File: config.mk
export PLATFORM = sky130hd
export DESIGN_NAME = tick_stopwatch
export DESIGN_NICKNAME = d
export VERILOG_FILES = /design/src/rtl/tick_stopwatch.sv
export SDC_FILE = /design/constraint.sdc
export NUM_CORES = 1
export LEC_CHECK = 0
export CAP_MARGIN = 0
export CORE_MARGIN = 2
export CORE_UTILIZATION = 47
export CTS_CLUSTER_SIZE = 24
export DETAILED_ROUTE_END_ITERATION = 8
export GPL_TIMING_DRIVEN = 0
export PLACE_DENSITY = 0.74
export REMOVE_ABC_BUFFERS = 1
export SETUP_SLACK_MARGIN = 0.2
export SLEW_MARGIN = 20
export SYNTH_ARGS = -nofsm -noshare
export SYNTH_HDL_FRONTEND = slang
export SYNTH_SLANG_ARGS = --single-unit
File: constraint.sdc
create_clock -name clk -period 2.05 [get_ports clk]
set_input_delay 0.205 -clock clk [delete_from_list [all_inputs] [get_ports clk]]
set_output_delay 0.205 -clock clk [all_outputs]
set_load 0.01 [all_outputs]
File: src/rtl/tick_stopwatch.sv
// tick_stopwatch: mm:ss BCD stopwatch advanced by upstream one-second ticks.
// A start/stop button edge toggles run/pause; clear returns to idle at 00:00.
//
// state | meaning
// IDLE  | cleared at 00:00, waiting for a start press
// RUN   | counting ticks
// PAUSE | digits frozen, waiting for a press to resume
// DONE  | saturated at 59:59 (HOLD_AT_MAX=1 only); only clear or reset exit

module tick_stopwatch #(
    parameter bit HOLD_AT_MAX = 1'b1
) (
    input  logic       clk,
    input  logic       reset_n,
    input  logic       tick,
    input  logic       start_stop,
    input  logic       clear,
    output logic [3:0] sec_ones,
    output logic [3:0] sec_tens,
    output logic [3:0] min_ones,
    output logic [3:0] min_tens,
    output logic       running,
    output logic       done,
    output logic       wrap
);

    typedef enum logic [1:0] {
        ST_IDLE  = 2'd0,
        ST_RUN   = 2'd1,
        ST_PAUSE = 2'd2,
        ST_DONE  = 2'd3
    } state_t;

    state_t     r_state;
    state_t     w_state_nxt;
    logic       r_ss_prev;
    logic [3:0] r_sec_ones, r_sec_tens, r_min_ones, r_min_tens;
    logic [3:0] w_sec_ones_nxt, w_sec_tens_nxt, w_min_ones_nxt, w_min_tens_nxt;
    logic       r_running, r_done, r_wrap;
    logic       w_wrap_nxt;
    logic       w_edge;
    logic       w_at_max;
    logic [4:0] w_so_inc, w_st_inc, w_mo_inc, w_mt_inc;

    // One BCD digit stage: {carry_out, next_digit}. Using >= keeps any
    // out-of-range code from sticking; it simply rolls to 0.
    function automatic logic [4:0] bcd_step(
        input logic [3:0] d,
        input logic [3:0] lim,
        input logic       cin
    );
        logic [4:0] res;
        if (!cin)
            res = {1'b0, d};
        else if (d >= lim)
            res = {1'b1, 4'd0};
        else
            res = {1'b0, d + 4'd1};
        return res;
    endfunction

    assign w_edge   = start_stop & ~r_ss_prev;

    assign w_so_inc = bcd_step(r_sec_ones, 4'd9, 1'b1);
    assign w_st_inc = bcd_step(r_sec_tens, 4'd5, w_so_inc[4]);
    assign w_mo_inc = bcd_step(r_min_ones, 4'd9, w_st_inc[4]);
    assign w_mt_inc = bcd_step(r_min_tens, 4'd5, w_mo_inc[4]);

    // Carry out of the top digit means the current time is 59:59.
    assign w_at_max = w_mt_inc[4];

    always_comb begin
        w_state_nxt    = r_state;
        w_sec_ones_nxt = r_sec_ones;
        w_sec_tens_nxt = r_sec_tens;
        w_min_ones_nxt = r_min_ones;
        w_min_tens_nxt = r_min_tens;
        w_wrap_nxt     = 1'b0;

        if (clear) begin
            w_state_nxt    = ST_IDLE;
            w_sec_ones_nxt = 4'd0;
            w_sec_tens_nxt = 4'd0;
            w_min_ones_nxt = 4'd0;
            w_min_tens_nxt = 4'd0;
        end else begin
            case (r_state)
                ST_IDLE: begin
                    w_sec_ones_nxt = 4'd0;
                    w_sec_tens_nxt = 4'd0;
                    w_min_ones_nxt = 4'd0;
                    w_min_tens_nxt = 4'd0;
                    if (w_edge)
                        w_state_nxt = ST_RUN;
                end
                ST_RUN: begin
                    if (tick && w_at_max && HOLD_AT_MAX) begin
                        // Saturation wins over a simultaneous button edge.
                        w_state_nxt = ST_DONE;
                    end else begin
                        if (tick) begin
                            w_sec_ones_nxt = w_so_inc[3:0];
                            w_sec_tens_nxt = w_st_inc[3:0];
                            w_min_ones_nxt = w_mo_inc[3:0];
                            w_min_tens_nxt = w_mt_inc[3:0];
                            w_wrap_nxt     = w_at_max;
                        end
                        if (w_edge)
                            w_state_nxt = ST_PAUSE;
                    end
                end
                ST_PAUSE: begin
                    if (w_edge)
                        w_state_nxt = ST_RUN;
                end
                ST_DONE: begin
                    w_state_nxt = ST_DONE;
                end
                default: begin
                    w_state_nxt    = ST_IDLE;
                    w_sec_ones_nxt = 4'd0;
                    w_sec_tens_nxt = 4'd0;
                    w_min_ones_nxt = 4'd0;
                    w_min_tens_nxt = 4'd0;
                end
            endcase
        end
    end

    always_ff @(posedge clk or negedge reset_n) begin
        if (!reset_n) begin
            r_state    <= ST_IDLE;
            r_ss_prev  <= 1'b1;
            r_sec_ones <= 4'd0;
            r_sec_tens <= 4'd0;
            r_min_ones <= 4'd0;
            r_min_tens <= 4'd0;
            r_running  <= 1'b0;
            r_done     <= 1'b0;
            r_wrap     <= 1'b0;
        end else begin
            r_state    <= w_state_nxt;
            r_ss_prev  <= start_stop;
            r_sec_ones <= w_sec_ones_nxt;
            r_sec_tens <= w_sec_tens_nxt;
            r_min_ones <= w_min_ones_nxt;
            r_min_tens <= w_min_tens_nxt;
            r_running  <= (w_state_nxt == ST_RUN);
            r_done     <= (w_state_nxt == ST_DONE);
            r_wrap     <= w_wrap_nxt;
        end
    end

    assign sec_ones = r_sec_ones;
    assign sec_tens = r_sec_tens;
    assign min_ones = r_min_ones;
    assign min_tens = r_min_tens;
    assign running  = r_running;
    assign done     = r_done;
    assign wrap     = r_wrap;

endmodule

* Yosys cells after proc, flatten, opt, wreduce, memory -nomap -nowiden
Cells that the tools add are included.
** Storage, ports and cells
- Input bits :: 5
- Output and inout bits :: 19
- Logic and storage cells :: 69
- Register bits :: 22
** Operators by class
- Magnitude comparators :: 4
- Bitwise operators :: 2
- Equality and inequality tests :: 10
- Muxes and demuxes :: 32
- Reduce and logical (&&, ||, !) cells :: 8
- $add $sub $neg :: 4
** Operator list (number)
- $mux 4 :: 12
- $mux 5 :: 7
- $pmux 4 s2 :: 4
- $add 4x1->4 const B :: 4
- $ne 3x3->1 const B :: 5
- $reduce_and 4->1 :: 3
- $ge 4x3->1 const B :: 2
- $ge 4x4->1 const B :: 2
- $mux 2 :: 4
- $eq 2x2->1 const B :: 3
- $pmux 2 s3 :: 1
- $eq 2x1->1 const B :: 2
- $mux 1 :: 4
- $reduce_and 3->1 :: 1
- $reduce_bool 3->1 :: 1
- $logic_not 2->1 :: 1
- $reduce_or 2->1 :: 1
- $and 1x1->1 :: 1
- $logic_and 1x1->1 :: 1
- $not 1->1 :: 1

* Depth between registers and ports, before layout
Gate-level depths: netlist of the first run.
- Depth after elaboration :: 10
- Depth in mapped cells :: 7

* Least setup slack after synthesis of the first run
OpenSTA, ideal clock, no wires.
- Kind :: register to register
- Start :: register r_min_ones[1] (netlist: min_ones[1])
- End :: register r_min_tens[0] (netlist: min_tens[0])
- Period minus slack after synthesis :: 2.068 ns
- Slack :: -0.018 ns
- Buffers on the path :: 0
- Data arrival time :: 1.947 ns
- Library setup time :: 0.121 ns
- Stages on the path, launching flop included :: 8
- Cell sequence :: dfrtp_1 -> inv_1 -> ha_1 -> or3b_4 -> and2_4 -> a211oi_4 -> o22ai_1 -> a22o_1
** Between the ends
- Longest elaborated chain between the ends :: 7
- Elaborated cells on any way between the ends :: 8
** Ends and longest elaborated chain
- start, declared :: RTL line 37 : logic [3:0] r_sec_ones, r_sec_tens, r_min_ones, r_min_tens;
- start signal, assigned :: RTL line 146 : r_min_ones <= w_min_ones_nxt;
- $ge 4x4->1 * :: RTL line 55 : else if (d >= lim)
- $mux 5 * :: RTL line 55
- $mux 5 * :: RTL line 53 : if (!cin)
- $mux 5 :: RTL line 53
- $logic_and 1x1->1 :: RTL line 97 : if (tick && w_at_max && HOLD_AT_MAX) begin
- $ne 3x3->1 (no source line)
- $reduce_and 4->1 (no source line) *
- end signal, assigned :: RTL line 147 : r_min_tens <= w_min_tens_nxt;
- end, declared :: RTL line 37
Mark *: on every way between the ends. The rest lies on a longest branch, timed or not. The select of a mux whose other input is x is not followed.
A chain may end at the register's enable or synchronous reset.

* Worst setup path in the final report of the first run
- Start :: register r_min_ones[0] (netlist: min_ones[0])
- End :: register r_min_tens[1] (netlist: min_tens[1])
Same word-level chain as after synthesis.

==> flow_summary_export.csv, run 1 <==
group,metric,value,unit
placed_design,gp_congestion,0.829,
worst_setup_path,start_kind,"flip-flop",
synthesis,ys_seq_area_share,38.7,%
power_and_ir_drop,ir_drop,0.507,mV
finish,drive_gt1_share,33.1,%
worst_setup_path,crit_start,"min_ones[0]",
synthesis,synth-edff-count,0,
outcome,violations,"setup timing",
synthesis,synth_top_area_share,36.8,%
route,drt-wirelength-per-cell,15.7,um
power_and_ir_drop,leakagePower,0.813,nW
sta,drv_slew,0,
synthesis,avgSynthCellArea,10.1,sq um
sta,fin_crit_sh,101,%
power_and_ir_drop,power,0.716,mW
sta,fin_crit,2.07,ns
sta,rsz0062_at_grt,"yes",
route,ant_nets,0,
placed_design,port_buffers,22,
finish,fin_cells,209,
sta,hold_viol,0,
worst_setup_path,cp.required,2.26,ns
power_and_ir_drop,pwr_density_cell,374,mW/mm^2
synthesis,synthArstFlopShare,100,%
synthesis,synth_flop_cell,"dfrtp_1",
sta,clock_skew,0.00950,ns
sta,layout_setup_ws,-0.0156,ns
route,first_pass_iters,4,
min_path,hold_class,"input port to flip-flop",
placed_design,hpwl,2.08,mm
die,die_h,57.8,um
sta,setup_viol_count_final,3,
min_path,min_delay_path_depth,1,
die,die_area,0.00334,sq mm
worst_setup_path,path_cells,"inv_2 -> ha_4 -> or3b_4 -> and2_4 -> a211oi_4 -> buf_4 -> o22ai_2 -> a32o_1",
synthesis,synth_top_cell_by_area,"dfrtp_1",
worst_setup_path,cpPeakStageDelay,0.44,ns
clocking,root_buffer,"clkbuf_4",
placed_design,detailed_place.area,0.00160,sq mm
finish,regArea,529,sq um
clocking,clkSinkCount,21,
synthesis,yosysMostFrequentCell,"dfrtp_1",
worst_setup_path,critPathCaptureType,"flip-flop",
finish,multiInputGateArea,888,sq um
placed_design,place_ws,-0.246,ns
finish,final_nets,196,
clocking,cts_tree,"done",
clocking,cts_max_level,1,
placed_design,dpl.cell_count,184,
min_path,min_from,"start_stop",
route,vias_per_cell,5.84,
finish,final_util,69.4,%
finish,areaGrowthSynthToFinish,40.5,%
synthesis,syn_area,0.00136,sq mm
clocking,path_clk_slew,0.12,ns
clocking,cts_inserted_buffers,3,
clocking,insertion_delay,0.31,ns
worst_setup_path,r2r_cells,8,
synthesis,synth_cell_type_count,48,
worst_setup_path,path_class,"flip-flop to flip-flop",
synthesis,ys.warnings.count,0,
finish,nFillCells,198,
worst_setup_path,ff2ff_setup_slack,-0.02,ns
synthesis,synth_common_cells,"20 x dfrtp_1, 12 x ha_1, 11 x inv_1",
global_routing,grt_pass1_vias,1199,
global_routing,grt_max_degree,22,
die,initial_utilization,49.4,%
clocking,cts_buffer_depth,2,
die,die-width,57.8,um
route,via_count,1221,
synthesis,yosys-top-cells-area,"dfrtp_1 37%, ha_1 11%, inv_1 3.0%",
route,drc,0,
worst_setup_path,reg2reg_to,"min_tens[1]",
worst_setup_path,crit_fanout,5,
finish,stdcell_area,0.00191,sq mm
die,fp-row-count,19,
synthesis,synth_cells,135,
run,maxCapViolCount,0,
synthesis,synth-seq-cells,21,
worst_setup_path,crit_path_top_delay_cell,"dfrtp_1",
outcome,status,"complete, but fails checks",
global_routing,grt_util_all_layers,20.6,%
die,core,0.00276,sq mm
route,drt_iter0_drc,36,
global_routing,grt-ovfl-total,0,
global_routing,grt_pass1_wl,5.42,mm
sta,timing.fmax,484,MHz
clocking,cts_hold_buf,0,
worst_setup_path,cp.arrival,2.28,ns
worst_setup_path,regToRegStartpoint,"min_ones[0]",
finish,num_antenna_cells,0,
die,io_pins,24,
sta,slew_headroom,35.9,%
global_routing,grt_antenna_before_repair,0,
min_path,whs_endpoint,"r_ss_prev",
route,wl,3.29,mm
sta,worst-slew-pin-transition,0.959,ns
[state kept, by name, summed over array words and instances (netlist names)]
| register | flops |
|---|---|
| sec_tens | 4 |
| min_tens | 4 |
| min_ones | 4 |
| r_state | 2 |
| sec_ones | 4 |
| done | 1 |
| running | 1 |
| r_ss_prev | 1 |
[logic make-up (layout without fill, tap and decap cells)]
family | count (synthesis) | after routing | share of synthesized area [%]
AND/OR/NAND/NOR | 43 | 43 | 20.0
AO/OA/AOI/OAI | 42 | 42 | 24.6
flip-flops | 21 | 21 | 38.7
buffers and inverters | 15 | 58 | 4.50
adder cells (fa/ha/maj) | 12 | 12 | 11.0
other | 1 | 1 | 0.275
multiplexers | 1 | 1 | 0.827
[critical path, delay by kind of cell (launching register included)]
family	cells	cell delay, ns
buffers and inverters	2	0.26
AOI/OAI and AO/OA	3	0.58
DFF	1	0.44
and+or+nand+nor	2	0.58
adders and majority gates	1	0.11
[stage by stage]
stage               setup TNS [ns]  hold WS [ns]
floorplan                  -0.0169       -0.0906
global placement            -0.837         0.518
detailed placement           -1.48         0.520
CTS                              0         0.331
global route                -0.475         0.356
finish                     -0.0302         0.338
[per-layer routing]
metal  global-route usage [%]  up-vias  part of all wire, %
li1                         -      584                    -
met4                     5.65        0                 0.94
met3                     4.46        4                  3.5
met2                     36.7       28                   52
met5                        0        -                    0
met1                     25.0      605                   43
[worst max path at each step]
stage,end,slack [ns],cells past startpoint
detailed placement,min_tens[3],-0.25,6
finish,min_tens[1],-0.02,8
floorplan,min_tens[0],-0.02,7
CTS,min_tens[3],0.03,8
global route,min_ones[2],-0.07,8
global placement,min_tens[3],-0.18,6
[repair_timing]
item                       in CTS  in global routing
pin swaps                      12                 10
buffers inserted               15                  6
setup endpoints to repair      20                 20
gates resized for setup        24                 11
[report_power, final]
part           switching, mW  internal [mW]
Clock                  0.128         0.0759
Combinational         0.0490         0.0378
Sequential           0.00541          0.420
[final cells by class]
class / instances / share of cell area [%]
Tap cell: 31 / 2.03
Timing Repair Buffer: 43 / 20.3
Sequential cell: 21 / 27.7
Clock buffer: 4 / 1.37
Multi-Input combinational cell: 99 / 46.4
Inverter: 11 / 2.16
[cells in the final DEF (no fill, tap or decap), drive strengths merged, types with 5 or more instances in the layout]
| cell type | netlist | routed |
|---|---|---|
| clkdlybuf4s50 | 0 | 22 |
| buf | 1 | 21 |
| inv | 11 | 11 |
| nand2 | 7 | 7 |
| dfrtp | 20 | 20 |
| o21ai | 6 | 6 |
| nor2 | 5 | 5 |
| nand3 | 6 | 6 |
| ha | 12 | 12 |
No activity file was read; power rests on OpenSTA's default activity.
==> run 2: changes to the inputs <==
- CTS_CLUSTER_DIAMETER: not set -> 120
- SKIP_LAST_GASP: not set -> 1
- SLEW_MARGIN: 20 -> 5
==> run 2 against run 1 <==
  * The run still ends with setup timing left
  * Critical path type unchanged
  * Core utilization decreased by 0.27 points
  * Worst hold slack better by 0.0024 ns
  * Register-to-register slack is essentially flat
  * Largest power group unchanged
  * Final cell count unchanged
  * Die area unchanged
  * Clock-buffer cell count unchanged
  * Worst setup slack worse by 0.00056 ns
  * Critical endpoint is now min_tens[2]
  * Highest routed layer unchanged
  * Final area down 0.39%
==> flow_summary_export.csv, run 2 (synthesis gave the netlist of run 1 again) <==
group,metric,value,unit
run,maxCapViolCount,0,
route,ant_nets,0,
clocking,cts_buffer_depth,2,
placed_design,hpwl,2.08,mm
global_routing,grt_pass1_vias,1199,
min_path,hold_class,"input port to flip-flop",
power_and_ir_drop,power,0.714,mW
die,core,0.00276,sq mm
placed_design,place_ws,-0.246,ns
sta,hold_viol,0,
finish,final_common_cell,"clkdlybuf4s50_1",
finish,nFillCells,200,
sta,worst-slew-pin-transition,0.957,ns
sta,slew_headroom,36.0,%
worst_setup_path,cp.arrival,2.26,ns
die,fp-row-count,19,
sta,setup_viol_count_final,3,
finish,final_util,69.1,%
power_and_ir_drop,ir_drop,0.505,mV
clocking,cts_inserted_buffers,3,
finish,final_nets,196,
route,wl,3.24,mm
worst_setup_path,ff2ff_setup_slack,-0.02,ns
worst_setup_path,reg2reg_to,"min_tens[2]",
die,die_area,0.00334,sq mm
min_path,whs_endpoint,"r_ss_prev",
power_and_ir_drop,pwr_density_cell,375,mW/mm^2
sta,clock_skew,0.00803,ns
placed_design,port_buffers,22,
die,io_pins,24,
sta,fin_crit_sh,101,%
worst_setup_path,cp.required,2.24,ns
clocking,clkSinkCount,21,
finish,drive_gt1_share,32.6,%
clocking,cts_max_level,1,
worst_setup_path,path_class,"flip-flop to flip-flop",
die,die_h,57.8,um
route,drt-wirelength-per-cell,15.5,um
sta,timing.fmax,484,MHz
global_routing,grt_pass1_wl,5.42,mm
placed_design,gp_congestion,0.829,
route,drt_iter0_drc,53,
global_routing,grt_max_degree,22,
clocking,insertion_delay,0.31,ns
worst_setup_path,regToRegStartpoint,"min_ones[0]",
finish,layout_common_cells,"22 x clkdlybuf4s50_1, 18 x dfrtp_1, 18 x buf_4",
worst_setup_path,start_kind,"flip-flop",
sta,fin_crit,2.07,ns
finish,num_antenna_cells,0,
outcome,violations,"setup timing",
min_path,min_delay_path_depth,1,
global_routing,grt_antenna_before_repair,0,
worst_setup_path,critPathCaptureType,"flip-flop",
worst_setup_path,crit_fanout,7,
power_and_ir_drop,leakagePower,0.810,nW
sta,layout_setup_ws,-0.0161,ns
die,initial_utilization,49.4,%
route,via_count,1219,
route,drc,0,
clocking,cts_tree,"done",
global_routing,grt_util_all_layers,20.6,%
sta,rsz0062_at_grt,"yes",
route,first_pass_iters,4,
min_path,min_from,"start_stop",
die,die-width,57.8,um
worst_setup_path,r2r_cells,8,
clocking,path_clk_slew,0.12,ns
outcome,status,"complete, but fails checks",
clocking,root_buffer,"clkbuf_4",
sta,drv_slew,0,
route,vias_per_cell,5.83,
global_routing,grt-ovfl-total,0,
clocking,cts_hold_buf,0,
finish,areaGrowthSynthToFinish,40.0,%
-- run 2: final cells by class --
| class | count | area, sq um | area share (%) |
|---|---|---|---|
| sequential | 21 | 529 | 27.8 |
| multi-input combinational | 99 | 881 | 46.2 |
| timing repair buffer | 43 | 389 | 20.4 |
| inverter | 11 | 41.3 | 2.17 |
| clock buffer | 4 | 26.3 | 1.38 |
| tap | 31 | 38.8 | 2.04 |
-- run 2: metrics by stage --
stage               hold WS [ns]  cells  cell area [sq um]  TNS, ns
floorplan                -0.0906    131               1340  -0.0169
global placement           0.518    184               1600   -0.837
detailed placement         0.520    184               1600    -1.48
CTS                        0.331    203               1830        0
global route               0.356    209               1910   -0.475
finish                     0.340    209               1910  -0.0335
-- run 2: where the power goes --
| part | switching, mW | total (mW) | internal, mW |
|---|---|---|---|
| sequential | 0.00544 | 0.425 | 0.420 |
| clock | 0.127 | 0.203 | 0.0759 |
| combinational | 0.0480 | 0.0856 | 0.0376 |
| total | 0.180 | 0.714 | 0.533 |
-- run 2: what timing repair did --
action | in CTS | in global routing
gates resized for setup | 24 | 9
setup buffers | 15 | 6
gates cloned | 0 | 0
endpoints found under the setup margin | 20 | 20
pin swaps | 12 | 10
-- run 2: routing by layer --
layer / share of wire (%) / vias up / global-route usage [%]
met2: 52 / 26 / 36.7
li1: - / 586 / -
met4: 1.5 / 0 / 5.65
met1: 43 / 601 / 25.0
met3: 3.4 / 6 / 4.46
met5: 0 / - / 0
-- run 2: worst max-delay path: stages, from the launching register on --
cell and delay, ns:
dfrtp_1 0.44, inv_2 0.10, ha_4 0.11, or3b_4 0.37
and2_4 0.21, a211oi_4 0.28, buf_6 0.16, or2b_4 0.16
o211ai_1 0.11
-- run 2: how the worst max path moves through the flow --
stage / startpoint / to / slack (ns)
floorplan: min_ones[1] / min_tens[0] / -0.02
global placement: clear / min_tens[3] / -0.18
detailed placement: clear / min_tens[3] / -0.25
CTS: min_ones[1] / min_tens[3] / 0.03
global route: min_ones[0] / min_ones[2] / -0.07
finish: min_ones[0] / min_tens[2] / -0.02
==> run 3: changes to the inputs <==
- TNS_END_PERCENT: not set -> 30
==> run 3 against run 2 <==
  * The run still ends with setup timing left
  * Sequential cell count did not move
  * Combinational power fell by 7.6%
  * Final area fell by 3.8%
  * Clock-buffer cell count did not move
  * Global-route usage barely moved
  * Maximum frequency barely moved
  * Clock skew fell by 0.0017 ns
  * Via count fell by 2.3%
  * Wire length fell by 1.2%
  * Largest cell class unchanged
==> flow_summary_export.csv, run 3 (synthesis gave the netlist of run 1 again) <==
group,metric,value,unit
outcome,status,"complete, but fails checks",
outcome,violations,"setup timing",
sta,fin_crit,2.07,ns
route,via_count,1191,
worst_setup_path,path_cells,"inv_2 -> ha_4 -> or3b_4 -> and2_4 -> a211oi_4 -> buf_4 -> o22ai_2 -> a32o_1",
placed_design,detailed_place.area,0.00160,sq mm
sta,drv_slew,0,
global_routing,grt-ovfl-total,0,
route,wl_met1,1.40,mm
power_and_ir_drop,power,0.707,mW
worst_setup_path,crit_path_top_delay_cell,"dfrtp_1",
placed_design,dpl.cell_count,184,
route,dr_wl_met3,104,um
sta,clock_skew,0.00631,ns
finish,final_common_cell,"clkdlybuf4s50_1",
sta,timing.fmax,484,MHz
worst_setup_path,critPathCaptureType,"flip-flop",
sta,layout_setup_ws,-0.0153,ns
clocking,root_buffer,"clkbuf_4",
power_and_ir_drop,p_int,0.529,mW
route,drt-wirelength-per-cell,15.7,um
route,ant_nets,0,
finish,num_antenna_cells,0,
power_and_ir_drop,swShare,25.2,%
finish,fin_cells,204,
route,vias_per_cell,5.84,
run,maxCapViolCount,0,
finish,drive_gt1_share,27.2,%
die,io_pins,24,
worst_setup_path,crit_fanout,5,
global_routing,grt_max_degree,22,
placed_design,port_buffers,22,
die,die_h,57.8,um
power_and_ir_drop,p_comb_share,11.2,%
sta,fin_crit_sh,101,%
die,die-width,57.8,um
clocking,cts_buffer_depth,2,
clocking,path_clk_slew,0.12,ns
placed_design,place_ws,-0.246,ns
finish,nFillCells,210,
clocking,cts_max_level,1,
global_routing,grt_util_all_layers,20.6,%
finish,layout_common_cells,"22 x clkdlybuf4s50_1, 18 x dfrtp_1, 15 x buf_4",
sta,hold_viol,0,
finish,final_nets,191,
clocking,clkSinkCount,21,
route,wl,3.20,mm
worst_setup_path,cp.arrival,2.28,ns
sta,hold_ws,0.341,ns
clocking,insertion_delay,0.31,ns
sta,worst-slew-pin-transition,0.946,ns
global_routing,grt_pass1_vias,1181,
global_routing,grt_antenna_before_repair,0,
sta,setup_viol_count_final,2,
global_routing,grt_pass1_wl,5.42,mm
finish,areaGrowthSynthToFinish,34.7,%
route,wl_met2,1.65,mm
power_and_ir_drop,pwr_density_cell,386,mW/mm^2
min_path,hold_class,"input port to flip-flop",
placed_design,hpwl,2.08,mm
route,highest_layer,"met4",
clocking,cts_tree,"done",
route,drt_iter0_drc,47,
worst_setup_path,cp.required,2.26,ns
worst_setup_path,start_kind,"flip-flop",
power_and_ir_drop,leakagePower,0.774,nW
die,initial_utilization,49.4,%
route,drc,0,
sta,slew_headroom,36.7,%
die,fp-row-count,19,
power_and_ir_drop,ir_drop,0.502,mV
power_and_ir_drop,p_sw,0.178,mW
finish,stdcell_area,0.00183,sq mm
route,first_pass_iters,4,
die,core,0.00276,sq mm
worst_setup_path,path_class,"flip-flop to flip-flop",
clocking,cts_inserted_buffers,3,
power_and_ir_drop,seqPwrFrac,60.1,%
worst_setup_path,cpPeakStageDelay,0.44,ns
sta,rsz0062_at_grt,"yes",
die,die_area,0.00334,sq mm
power_and_ir_drop,clock_power_share,28.7,%
placed_design,gp_congestion,0.829,
[run 3: cell count changes in the layout (fill, tap and decap cells not counted), sizes merged]
cell	change
buf	-5
[run 3: area by class of cell]
cell class                 count  area, sq um  area share, %
sequential                    21          529           28.9
clock buffer                   4         26.3           1.43
timing repair buffer          38          344           18.8
inverter                      11         41.3           2.25
tap                           31         38.8           2.12
multi-input combinational     99          853           46.6
[run 3: power by group through the flow]
| stage | logic (mW) | registers [mW] | clock network, mW |
|---|---|---|---|
| final | 0.0791 | 0.425 | 0.203 |
| after global routing | 0.0866 | 0.427 | 0.224 |
| after CTS | 0.0769 | 0.425 | 0.211 |
| after detailed placement | 0.0704 | 0.434 | 0 |
| after global placement | 0.0689 | 0.433 | 0 |
| after floorplan | 0.0370 | 0.433 | 0 |
[run 3: path summary, 6_finish.rpt]
check	startpoint	to	slack, ns	depth (start not counted)
max in group asynchronous	reset_n	sec_ones[0]	1.00	1
min	start_stop	r_ss_prev	0.34	1
max reg2reg	min_ones[0]	min_tens[1]	-0.02	8
min in group asynchronous	reset_n	sec_ones[1]	0.41	1
min reg2reg	min_tens[3]	min_tens[3]	0.55	2
max	min_ones[0]	min_tens[1]	-0.02	8
[run 3: worst max-delay path, delay by kind of cell (launching register included)]
| family | cells | cell delay (ns) |
|---|---|---|
| buffers and inverters | 2 | 0.26 |
| AO/OA/AOI/OAI | 3 | 0.57 |
| AND/OR/NAND/NOR | 2 | 0.58 |
| adder cells (fa/ha/maj) | 1 | 0.12 |
| flip-flops | 1 | 0.44 |
[run 3: metrics by stage]
stage                     TNS (ns)  utilization (%)
final                      -0.0216             66.5
after global routing        -0.467             66.5
after CTS                        0             65.5
after detailed placement     -1.48             58.0
after global placement      -0.837             58.0
after floorplan            -0.0169                -
[run 3: timing repair]
action / in CTS / in global routing
setup buffers: 14 / 2
resized for setup: 19 / 3
hold buffers: 0 / 0
endpoints found under the setup margin: 20 / 20
pin swaps: 10 / 5
[run 3: per-layer routing]
| metal | vias up | GRT usage (%) |
|---|---|---|
| met1 | 588 | 25.3 |
| met3 | 6 | 4.46 |
| li1 | 573 | - |
| met4 | 0 | 5.65 |
| met2 | 24 | 36.4 |
| met5 | - | 0 |
